<file path="src/rtl/ocp3_nic_card_pwr_ctrl_pkg.sv">
// Shared encodings for the OCP3 NIC card power controller.
package ocp3_nic_pkg;

  localparam int unsigned STATE_W = 4;
  localparam int unsigned FLT_W   = 2;
  localparam int unsigned MS_W    = 16;

  typedef enum logic [STATE_W-1:0] {
    S0_OFF       = 4'd0,
    S1_AUX_RAMP  = 4'd1,
    S2_AUX_ON    = 4'd2,
    S3_MAIN_RAMP = 4'd3,
    S4_MAIN_ON   = 4'd4,
    S5_MAIN_OFF  = 4'd5,
    S6_FAULT     = 4'd6
  } state_t;

  localparam logic [FLT_W-1:0] FLT_NONE     = 2'b00;
  localparam logic [FLT_W-1:0] FLT_AUX_TMO  = 2'b01;
  localparam logic [FLT_W-1:0] FLT_MAIN_TMO = 2'b10;
  localparam logic [FLT_W-1:0] FLT_PG_LOST  = 2'b11;

endpackage

</file>
<file path="src/rtl/ocp3_nic_card_pwr_ctrl_if.sv">
// Baseboard/regulator facing signal bundle of the card power controller.
interface ocp3_nic_card_pwr_ctrl_if;
  import ocp3_nic_pkg::*;

  logic               iNIC_AUX_PWR_EN;
  logic               iNIC_MAIN_PWR_EN;
  logic               iRST_NIC_PERST_N;
  logic               iAUX_RAIL_PG;
  logic               iMAIN_RAIL_PG;
  logic               oAUX_RAIL_EN;
  logic               oMAIN_RAIL_EN;
  logic               oPWRGD_NIC_PWR_GOOD;
  logic               oNIC_PERST_N;
  logic               oFAULT;
  logic [FLT_W-1:0]   oFAULT_CODE;
  logic [STATE_W-1:0] oDBG_FSM_curr;

  // Baseboard + regulators side.
  modport master (
    output iNIC_AUX_PWR_EN, iNIC_MAIN_PWR_EN, iRST_NIC_PERST_N,
           iAUX_RAIL_PG, iMAIN_RAIL_PG,
    input  oAUX_RAIL_EN, oMAIN_RAIL_EN, oPWRGD_NIC_PWR_GOOD,
           oNIC_PERST_N, oFAULT, oFAULT_CODE, oDBG_FSM_curr
  );

  // Card controller side.
  modport slave (
    input  iNIC_AUX_PWR_EN, iNIC_MAIN_PWR_EN, iRST_NIC_PERST_N,
           iAUX_RAIL_PG, iMAIN_RAIL_PG,
    output oAUX_RAIL_EN, oMAIN_RAIL_EN, oPWRGD_NIC_PWR_GOOD,
           oNIC_PERST_N, oFAULT, oFAULT_CODE, oDBG_FSM_curr
  );

endinterface

</file>
<file path="src/rtl/ocp3_nic_card_pwr_ctrl_ms_tick_timer.sv">
// Free-running ms prescaler plus a clearable 16-bit saturating ms counter.
module ms_tick_timer
  import ocp3_nic_pkg::*;
#(
  parameter int unsigned TICK_DIV = 2000
) (
  input  logic            iClk,
  input  logic            iRst_n,
  input  logic            iClr,
  output logic [MS_W-1:0] oMsCnt
);

  localparam int unsigned PRE_W = (TICK_DIV > 1) ? $clog2(TICK_DIV) : 1;
  localparam logic [MS_W-1:0] MS_MAX = '1;

  logic [PRE_W-1:0] preCnt;
  logic             tick;

  assign tick = (preCnt == PRE_W'(TICK_DIV - 1));

  // Prescaler: wraps every TICK_DIV cycles, never cleared by the FSM.
  always_ff @(posedge iClk or negedge iRst_n) begin
    if (!iRst_n)   preCnt <= '0;
    else if (tick) preCnt <= '0;
    else           preCnt <= preCnt + PRE_W'(1);
  end

  // ms counter: clear has priority over the tick, holds at full scale.
  always_ff @(posedge iClk or negedge iRst_n) begin
    if (!iRst_n)                        oMsCnt <= '0;
    else if (iClr)                      oMsCnt <= '0;
    else if (tick && (oMsCnt != MS_MAX)) oMsCnt <= oMsCnt + MS_W'(1);
  end

endmodule

</file>
<file path="src/rtl/ocp3_nic_card_pwr_ctrl.sv">
// Card-side responder to the baseboard OCP3 NIC power sequencer.
module ocp3_nic_card_pwr_ctrl
  import ocp3_nic_pkg::*;
#(
  parameter int unsigned TICK_DIV       = 2000,
  parameter int unsigned AUX_PG_TMO_MS  = 50,
  parameter int unsigned MAIN_PG_TMO_MS = 100,
  parameter int unsigned MAIN_OFF_MS    = 1
) (
  input logic                     iClk,
  input logic                     iRst_n,
  ocp3_nic_card_pwr_ctrl_if.slave bus
);

  localparam int unsigned SYNC_W = 5;
  localparam int unsigned IDX_AUX_EN  = 4;
  localparam int unsigned IDX_MAIN_EN = 3;
  localparam int unsigned IDX_PERST   = 2;
  localparam int unsigned IDX_AUX_PG  = 1;
  localparam int unsigned IDX_MAIN_PG = 0;

  logic [SYNC_W-1:0] syncMeta, syncQ;
  logic auxEn, mainEn, perstN, auxPg, mainPg;

  state_t            state, stateNext;
  logic [MS_W-1:0]   msCnt;
  logic              msClr;

  logic auxRailEn, mainRailEn, pwrGood, nicPerstN, fault;
  logic auxRailEnNxt, mainRailEnNxt, pwrGoodNxt, nicPerstNNxt, faultNxt;
  logic [FLT_W-1:0]  fltCode, fltCodeNxt;

  // Two-flop synchroniser for every asynchronous pin.
  always_ff @(posedge iClk or negedge iRst_n) begin
    if (!iRst_n) begin
      syncMeta <= '0;
      syncQ    <= '0;
    end else begin
      syncMeta <= {bus.iNIC_AUX_PWR_EN, bus.iNIC_MAIN_PWR_EN, bus.iRST_NIC_PERST_N,
                   bus.iAUX_RAIL_PG, bus.iMAIN_RAIL_PG};
      syncQ    <= syncMeta;
    end
  end

  assign auxEn  = syncQ[IDX_AUX_EN];
  assign mainEn = syncQ[IDX_MAIN_EN];
  assign perstN = syncQ[IDX_PERST];
  assign auxPg  = syncQ[IDX_AUX_PG];
  assign mainPg = syncQ[IDX_MAIN_PG];

  // Dwell timer restarts whenever the state changes.
  assign msClr = (stateNext != state);

  ms_tick_timer #(.TICK_DIV(TICK_DIV)) uTimer (
    .iClk   (iClk),
    .iRst_n (iRst_n),
    .iClr   (msClr),
    .oMsCnt (msCnt)
  );

  // State and registered outputs; outputs reflect the state being entered.
  always_ff @(posedge iClk or negedge iRst_n) begin
    if (!iRst_n) begin
      state      <= S0_OFF;
      auxRailEn  <= 1'b0;
      mainRailEn <= 1'b0;
      pwrGood    <= 1'b0;
      nicPerstN  <= 1'b0;
      fault      <= 1'b0;
      fltCode    <= FLT_NONE;
    end else begin
      state      <= stateNext;
      auxRailEn  <= auxRailEnNxt;
      mainRailEn <= mainRailEnNxt;
      pwrGood    <= pwrGoodNxt;
      nicPerstN  <= nicPerstNNxt;
      fault      <= faultNxt;
      fltCode    <= fltCodeNxt;
    end
  end

  // Next state: PG loss > aux_en low > main_en low > forward progress > timeout.
  always_comb begin
    stateNext  = state;
    fltCodeNxt = fltCode;
    case (state)
      S0_OFF: begin
        if (auxEn) stateNext = S1_AUX_RAMP;
      end
      S1_AUX_RAMP: begin
        if (!auxEn)      stateNext = S0_OFF;
        else if (auxPg)  stateNext = S2_AUX_ON;
        else if (msCnt >= MS_W'(AUX_PG_TMO_MS)) begin
          stateNext  = S6_FAULT;
          fltCodeNxt = FLT_AUX_TMO;
        end
      end
      S2_AUX_ON: begin
        if (!auxPg) begin
          stateNext  = S6_FAULT;
          fltCodeNxt = FLT_PG_LOST;
        end
        else if (!auxEn) stateNext = S0_OFF;
        else if (mainEn) stateNext = S3_MAIN_RAMP;
      end
      S3_MAIN_RAMP: begin
        if (!auxPg) begin
          stateNext  = S6_FAULT;
          fltCodeNxt = FLT_PG_LOST;
        end
        else if (!auxEn)  stateNext = S0_OFF;
        else if (!mainEn) stateNext = S5_MAIN_OFF;
        else if (mainPg)  stateNext = S4_MAIN_ON;
        else if (msCnt >= MS_W'(MAIN_PG_TMO_MS)) begin
          stateNext  = S6_FAULT;
          fltCodeNxt = FLT_MAIN_TMO;
        end
      end
      S4_MAIN_ON: begin
        if (!auxPg || !mainPg) begin
          stateNext  = S6_FAULT;
          fltCodeNxt = FLT_PG_LOST;
        end
        else if (!auxEn)  stateNext = S0_OFF;
        else if (!mainEn) stateNext = S5_MAIN_OFF;
      end
      S5_MAIN_OFF: begin
        if (!auxEn) stateNext = S0_OFF;
        else if ((msCnt >= MS_W'(MAIN_OFF_MS)) && !mainPg) stateNext = S2_AUX_ON;
      end
      S6_FAULT: begin
        if (!auxEn) stateNext = S0_OFF;
      end
      default: stateNext = S0_OFF;
    endcase

    auxRailEnNxt  = (stateNext == S1_AUX_RAMP) || (stateNext == S2_AUX_ON) ||
                    (stateNext == S3_MAIN_RAMP) || (stateNext == S4_MAIN_ON) ||
                    (stateNext == S5_MAIN_OFF);
    mainRailEnNxt = (stateNext == S3_MAIN_RAMP) || (stateNext == S4_MAIN_ON);
    pwrGoodNxt    = (stateNext == S2_AUX_ON) || (stateNext == S3_MAIN_RAMP) ||
                    (stateNext == S4_MAIN_ON) || (stateNext == S5_MAIN_OFF);
    nicPerstNNxt  = (stateNext == S4_MAIN_ON) && perstN;
    faultNxt      = (stateNext == S6_FAULT);
  end

  assign bus.oAUX_RAIL_EN        = auxRailEn;
  assign bus.oMAIN_RAIL_EN       = mainRailEn;
  assign bus.oPWRGD_NIC_PWR_GOOD = pwrGood;
  assign bus.oNIC_PERST_N        = nicPerstN;
  assign bus.oFAULT              = fault;
  assign bus.oFAULT_CODE         = fltCode;
  assign bus.oDBG_FSM_curr       = state;

endmodule

</file>
<file path="src/flat_wrapper.sv">
// flat-port wrapper written by rule: the top's interface ports become plain ports
module ocp3_nic_card_pwr_ctrl_flat import ocp3_nic_pkg::*;
#(
  parameter int unsigned TICK_DIV       = 2000,
  parameter int unsigned AUX_PG_TMO_MS  = 50,
  parameter int unsigned MAIN_PG_TMO_MS = 100,
  parameter int unsigned MAIN_OFF_MS    = 1
)
  (iClk, iRst_n, bus_iNIC_AUX_PWR_EN, bus_iNIC_MAIN_PWR_EN, bus_iRST_NIC_PERST_N, bus_iAUX_RAIL_PG, bus_iMAIN_RAIL_PG, bus_oAUX_RAIL_EN, bus_oMAIN_RAIL_EN, bus_oPWRGD_NIC_PWR_GOOD, bus_oNIC_PERST_N, bus_oFAULT, bus_oFAULT_CODE, bus_oDBG_FSM_curr);
  ocp3_nic_card_pwr_ctrl_if bus_i ();
  input logic iClk;
  input logic iRst_n;
  input wire logic [$bits(bus_i.iNIC_AUX_PWR_EN)-1:0] bus_iNIC_AUX_PWR_EN;
  input wire logic [$bits(bus_i.iNIC_MAIN_PWR_EN)-1:0] bus_iNIC_MAIN_PWR_EN;
  input wire logic [$bits(bus_i.iRST_NIC_PERST_N)-1:0] bus_iRST_NIC_PERST_N;
  input wire logic [$bits(bus_i.iAUX_RAIL_PG)-1:0] bus_iAUX_RAIL_PG;
  input wire logic [$bits(bus_i.iMAIN_RAIL_PG)-1:0] bus_iMAIN_RAIL_PG;
  output wire logic [$bits(bus_i.oAUX_RAIL_EN)-1:0] bus_oAUX_RAIL_EN;
  output wire logic [$bits(bus_i.oMAIN_RAIL_EN)-1:0] bus_oMAIN_RAIL_EN;
  output wire logic [$bits(bus_i.oPWRGD_NIC_PWR_GOOD)-1:0] bus_oPWRGD_NIC_PWR_GOOD;
  output wire logic [$bits(bus_i.oNIC_PERST_N)-1:0] bus_oNIC_PERST_N;
  output wire logic [$bits(bus_i.oFAULT)-1:0] bus_oFAULT;
  output wire logic [$bits(bus_i.oFAULT_CODE)-1:0] bus_oFAULT_CODE;
  output wire logic [$bits(bus_i.oDBG_FSM_curr)-1:0] bus_oDBG_FSM_curr;
  assign bus_i.iNIC_AUX_PWR_EN = bus_iNIC_AUX_PWR_EN;
  assign bus_i.iNIC_MAIN_PWR_EN = bus_iNIC_MAIN_PWR_EN;
  assign bus_i.iRST_NIC_PERST_N = bus_iRST_NIC_PERST_N;
  assign bus_i.iAUX_RAIL_PG = bus_iAUX_RAIL_PG;
  assign bus_i.iMAIN_RAIL_PG = bus_iMAIN_RAIL_PG;
  assign bus_oAUX_RAIL_EN = bus_i.oAUX_RAIL_EN;
  assign bus_oMAIN_RAIL_EN = bus_i.oMAIN_RAIL_EN;
  assign bus_oPWRGD_NIC_PWR_GOOD = bus_i.oPWRGD_NIC_PWR_GOOD;
  assign bus_oNIC_PERST_N = bus_i.oNIC_PERST_N;
  assign bus_oFAULT = bus_i.oFAULT;
  assign bus_oFAULT_CODE = bus_i.oFAULT_CODE;
  assign bus_oDBG_FSM_curr = bus_i.oDBG_FSM_curr;
  ocp3_nic_card_pwr_ctrl #(.TICK_DIV(TICK_DIV), .AUX_PG_TMO_MS(AUX_PG_TMO_MS), .MAIN_PG_TMO_MS(MAIN_PG_TMO_MS), .MAIN_OFF_MS(MAIN_OFF_MS)) u_core (.iClk(iClk), .iRst_n(iRst_n), .bus(bus_i));
endmodule
</file>
<file path="config.mk">
export PLATFORM = sky130hd
export DESIGN_NAME = ocp3_nic_card_pwr_ctrl_flat
export DESIGN_NICKNAME = d
export VERILOG_FILES = /design/src/rtl/ocp3_nic_card_pwr_ctrl_pkg.sv /design/src/rtl/ocp3_nic_card_pwr_ctrl_if.sv /design/src/rtl/ocp3_nic_card_pwr_ctrl_ms_tick_timer.sv /design/src/rtl/ocp3_nic_card_pwr_ctrl.sv /design/src/flat_wrapper.sv
export SDC_FILE = /design/constraint.sdc
export NUM_CORES = 1
export LEC_CHECK = 0
export ABC_AREA = 1
export ABC_CLOCK_PERIOD_IN_PS = 3200
export CORE_ASPECT_RATIO = 0.6
export CORE_UTILIZATION = 55
export DETAILED_ROUTE_END_ITERATION = 12
export PLACE_DENSITY = 0.75
export SLEW_MARGIN = 10
export SYNTH_ARGS = -nofsm -noshare
export SYNTH_HDL_FRONTEND = slang
export SYNTH_HIERARCHICAL = 1
export SYNTH_SLANG_ARGS = --single-unit
</file>
<file path="constraint.sdc">
create_clock -name iClk -period 3.2 [get_ports iClk]
set_input_delay 0.64 -clock iClk [delete_from_list [all_inputs] [get_ports iClk]]
set_output_delay 0.64 -clock iClk [all_outputs]
set_load 0.01 [all_outputs]
</file>
==> flow_metrics.py <==
metrics = {
    "grt": {
        "grt.overflow.total": 0,
        "grt.total_usage": 0.254,
        "grt_first_pass_wirelength_mm": 10.4,
        "grt_antenna_before_repair": 0,
        "largest_net_degree_at_the_start_of_global_routing": 49,
        "number_of_global_route_vias_before_repair": 2146,
    },
    "setup_path": {
        "cpPeakStageDelay_ns": 0.45,
        "critPathMostFrequentCell": "nand2_1",
        "critical_path.startpoint_type": "flip-flop",
        "worstPathMaxFanout": 10,
        "worstPathArrival_ns": 2.93,
        "crit_path_cells": "nor2_1 > nand2_1 > nor2_4 > nand3_1 > o21ai_1 > inv_1 > nor2_4 > nand2_2 > nand2_1 > nand2_1 > nor2_1 > nand3_1 > inv_1 > buf_4 > nand4_1 > nand2_1",
        "required_ns": 3.44,
        "worstSetupEndpointType": "flip-flop",
        "worstSetupPathType": "reg -> reg",
        "worst_path_max_delay_cell": "dfrtp_1",
    },
    "sta": {
        "rsz0062_at_grt": "false",
        "final.setup_skew_ns": 0.00327,
        "max_freq_mhz": 372,
        "max_slew_margin": 0.322,
        "period_minus_slack_ns": 2.69,
        "slew_viol_final": 0,
        "post-route-period-util": 0.841,
        "timing_hold_violations_final": 0,
        "final.hold.worst_slack_ns": 0.351,
        "report.final.setup_viol": 0,
        "worst_pin_slew_ns": 1.02,
        "setup_tns_ns": 0,
    },
    "clock_tree": {
        "post_cts_buffers": 0,
        "tritoncts": "built",
        "ctsRootBufferMaster": "clkbuf_8",
        "cts_buffers": 5,
        "cts.repair.resized": 0,
        "clockBufferDepth": 2,
        "postCtsHoldBufs": 0,
        "cts.clk_slew.worst_paths_ns": 0.09,
        "cts_htree_levels": 2,
        "cts_num_sinks": 48,
        "clkLatencyLatePin_ns": 0.30,
    },
    "route": {
        "firstDrtPassIters": 5,
        "postRouteWirelength_mm": 5.90,
        "drt_drc_violations_left": 0,
        "via_count": 2400,
        "dr.first_iter.drc_count": 245,
        "drt-vias-per-instance": 5.24,
        "antenna_violating_nets_post_route": 0,
        "routed_wire_length_per_instance_um": 12.9,
    },
    "floorplanning": {
        "die_h_um": 56.9,
        "core_area_sq_mm": 0.00471,
        "fp.dieW_um": 93.6,
        "initial_utilization": 0.588,
        "placementRows": 19,
        "die_outline_area_sq_mm": 0.00533,
        "num_io_pins": 18,
    },
    "final_layout": {
        "fillerInstances": 389,
        "area_growth_syn_to_layout_pct": 11.7,
        "drive_above_1_share": 0.101,
        "diodes": 0,
        "layoutNonFillerInstCount": 458,
        "num-nets-final": 403,
    },
    "power_and_ir_drop": {
        "power_switching_share": 0.235,
        "leakagePower_nw": 1.60,
        "internal_power_mw": 0.911,
        "share_seq_of_total_power": 0.541,
        "power_frac_clock": 0.361,
        "netSwitchingPower_mw": 0.280,
        "irDropWorstVdd_mv": 0.255,
        "pwr_density_cell_mw_per_mm2": 385,
        "p_comb_frac": 0.098,
    },
    "synthesis": {
        "ys.warnings.count": 6,
        "yosys.area_share.simple": 0.406,
        "synth_enable_flop_cells": 0,
        "synth-seq-area-share": 0.434,
        "combinational_family_with_the_most_area_after_synthesis": "simple AND/OR/NAND/NOR gates",
        "netlist_instances": 374,
        "syn_nets": 383,
        "synth_flop_cell": "dfrtp_1",
        "synth.ff_latch_count": 48,
        "share_of_the_synthesized_area_in_compound_gates_ao_oa_aoi_oai": 0.0561,
        "yosys.cell_types.count": 32,
        "synth_area_per_cell_sq_um": 7.40,
        "ys_async_rst_share": 1.00,
        "share_of_synthesized_cell_area_in_full_adder_half_adder_and_majority_cells": 0.00904,
        "synth_xor_area_frac": 0.0127,
        "yosys-mux-area-fraction": 0,
        "netlist_area_before_placement_sq_mm": 0.00277,
    },
    "run_status": {
        "run_status": "finished clean",
    },
    "placement": {
        "dp.final_hpwl_mm": 4.43,
        "dp.cells": 450,
        "gp_congestion": 0.963,
        "io_buf_count": 17,
    },
    "run": {
        "timing.max_cap.violations": 0,
    },
    "min_path": {
        "hold_path.class": "reg -> reg",
    },
}
==> power by group through the flow <==
stage                     clock (mW)  combinational, mW  sequential [mW]
after floorplan                    0             0.0525            0.659
after global placement             0              0.116            0.657
after detailed placement           0              0.118            0.657
after CTS                      0.447              0.118            0.644
after global routing           0.473              0.131            0.647
final                          0.430              0.117            0.645
==> cell usage after synthesis, drive strengths merged, types with 2 or more instances <==
cell | count | share of area
or2 | 2 | 0.0045
ha | 2 | 0.0090
dfrtp | 48 | 0.43
nand3 | 35 | 0.071
xor2 | 4 | 0.013
buf | 4 | 0.013
o21bai | 5 | 0.014
a21oi | 5 | 0.0090
nand4 | 17 | 0.038
nand2 | 124 | 0.17
o21ai | 11 | 0.020
nor3 | 7 | 0.019
nor2 | 54 | 0.10
inv | 49 | 0.066
==> sequential cells by signal, indices dropped and copies added, names as in the netlist <==
name                            count
u_core/bus.oAUX_RAIL_EN             1
u_core/bus.oDBG_FSM_curr            4
u_core/bus.oFAULT                   1
u_core/bus.oFAULT_CODE              2
u_core/bus.oMAIN_RAIL_EN            1
u_core/bus.oNIC_PERST_N             1
u_core/bus.oPWRGD_NIC_PWR_GOOD      1
u_core/syncMeta                     5
u_core/syncQ                        5
u_core/uTimer/oMsCnt               16
u_core/uTimer/preCnt               11
==> cells in the final DEF (no fill, tap or decap), types with 2 or more instances in the layout <==
cell | synthesis | routed
nand4_1 | 17 | 17
o21ai_1 | 3 | 3
nand3_2 | 4 | 4
o21ai_0 | 8 | 8
a21oi_1 | 5 | 5
dfrtp_1 | 48 | 48
ha_1 | 2 | 2
inv_2 | 5 | 5
nor2_2 | 2 | 2
xor2_1 | 4 | 4
inv_1 | 44 | 44
clkbuf_8 | 0 | 5
clkdlybuf4s50_1 | 0 | 16
nor2_4 | 7 | 7
nand3_1 | 31 | 31
or2_2 | 2 | 2
nor2_1 | 44 | 44
o21bai_1 | 5 | 5
nand2_2 | 7 | 7
nand2_1 | 117 | 117
nor3_1 | 5 | 5
==> critical path: cells and delay by family (launching register included) <==
kind | cells | cell delay, ns
flops | 1 | 0.45
simple gates | 12 | 1.42
buf+inv | 3 | 0.62
compound gates | 1 | 0.14
==> stage by stage <==
| step | instance area, sq um | utilization | setup WS (ns) | total power [mW] |
|---|---|---|---|---|
| 2_1_floorplan | 2770 | - | 0.929 | 0.712 |
| 3_3_place_gp | 2980 | 0.633 | 0.658 | 0.773 |
| 3_5_place_dp | 2980 | 0.633 | 0.566 | 0.774 |
| 4_1_cts | 3090 | 0.657 | 0.538 | 1.21 |
| 5_1_grt | 3090 | 0.657 | 0.326 | 1.25 |
| 6_report | 3090 | 0.657 | 0.510 | 1.19 |
==> cell families (layout without fill, tap and decap cells) <==
group | after synthesis | in the layout
AO/OA/AOI/OAI | 26 | 26
XOR/XNOR | 4 | 4
adder cells (fa/ha/maj) | 2 | 2
buffers and inverters | 54 | 75
flip-flops | 48 | 48
other | 1 | 1
AND/OR/NAND/NOR | 239 | 239
==> cell type report <==
class / count / area [sq um] / share of cell area
clock buffers: 5 / 68.8 / 0.0223
clock inverters: 3 / 42.5 / 0.0138
inverters: 49 / 184 / 0.0595
multi-input cells: 272 / 1340 / 0.435
flip-flops and latches: 48 / 1200 / 0.389
well taps: 63 / 78.8 / 0.0255
repair buffers: 18 / 173 / 0.0558
==> path summary, 6_finish.rpt <==
kind | start | endpoint | slack [ns] | cells after the start
worst max register to register | u_core/uTimer/oMsCnt[13]$_DFFE_PN0P_ | u_core/uTimer/oMsCnt[14]$_DFFE_PN0P_ | 0.51 | 16
worst min register to register | u_core/syncMeta[3]$_DFF_PN0_ | u_core/syncQ[3]$_DFF_PN0_ | 0.35 | 0
max in group asynchronous | iRst_n | u_core/uTimer/preCnt[2]$_DFF_PN0_ | 2.06 | 1
worst min-delay path | u_core/syncMeta[3]$_DFF_PN0_ | u_core/syncQ[3]$_DFF_PN0_ | 0.35 | 0
min in group asynchronous | iRst_n | u_core/uTimer/oMsCnt[15]$_DFFE_PN0P_ | 0.51 | 1
worst max-delay path | u_core/uTimer/oMsCnt[13]$_DFFE_PN0P_ | u_core/uTimer/oMsCnt[14]$_DFFE_PN0P_ | 0.51 | 16
==> metal layers <==
layer	part of all wire	routed length, um	track usage	up-vias
li1	-	-	-	1228
met1	0.54	3170	0.427	1086
met4	0.0066	39	0.0571	0
met3	0.084	498	0.0707	5
met5	0	0	0	-
met2	0.37	2200	0.314	81
No activity file was read; power rests on OpenSTA's default activity.
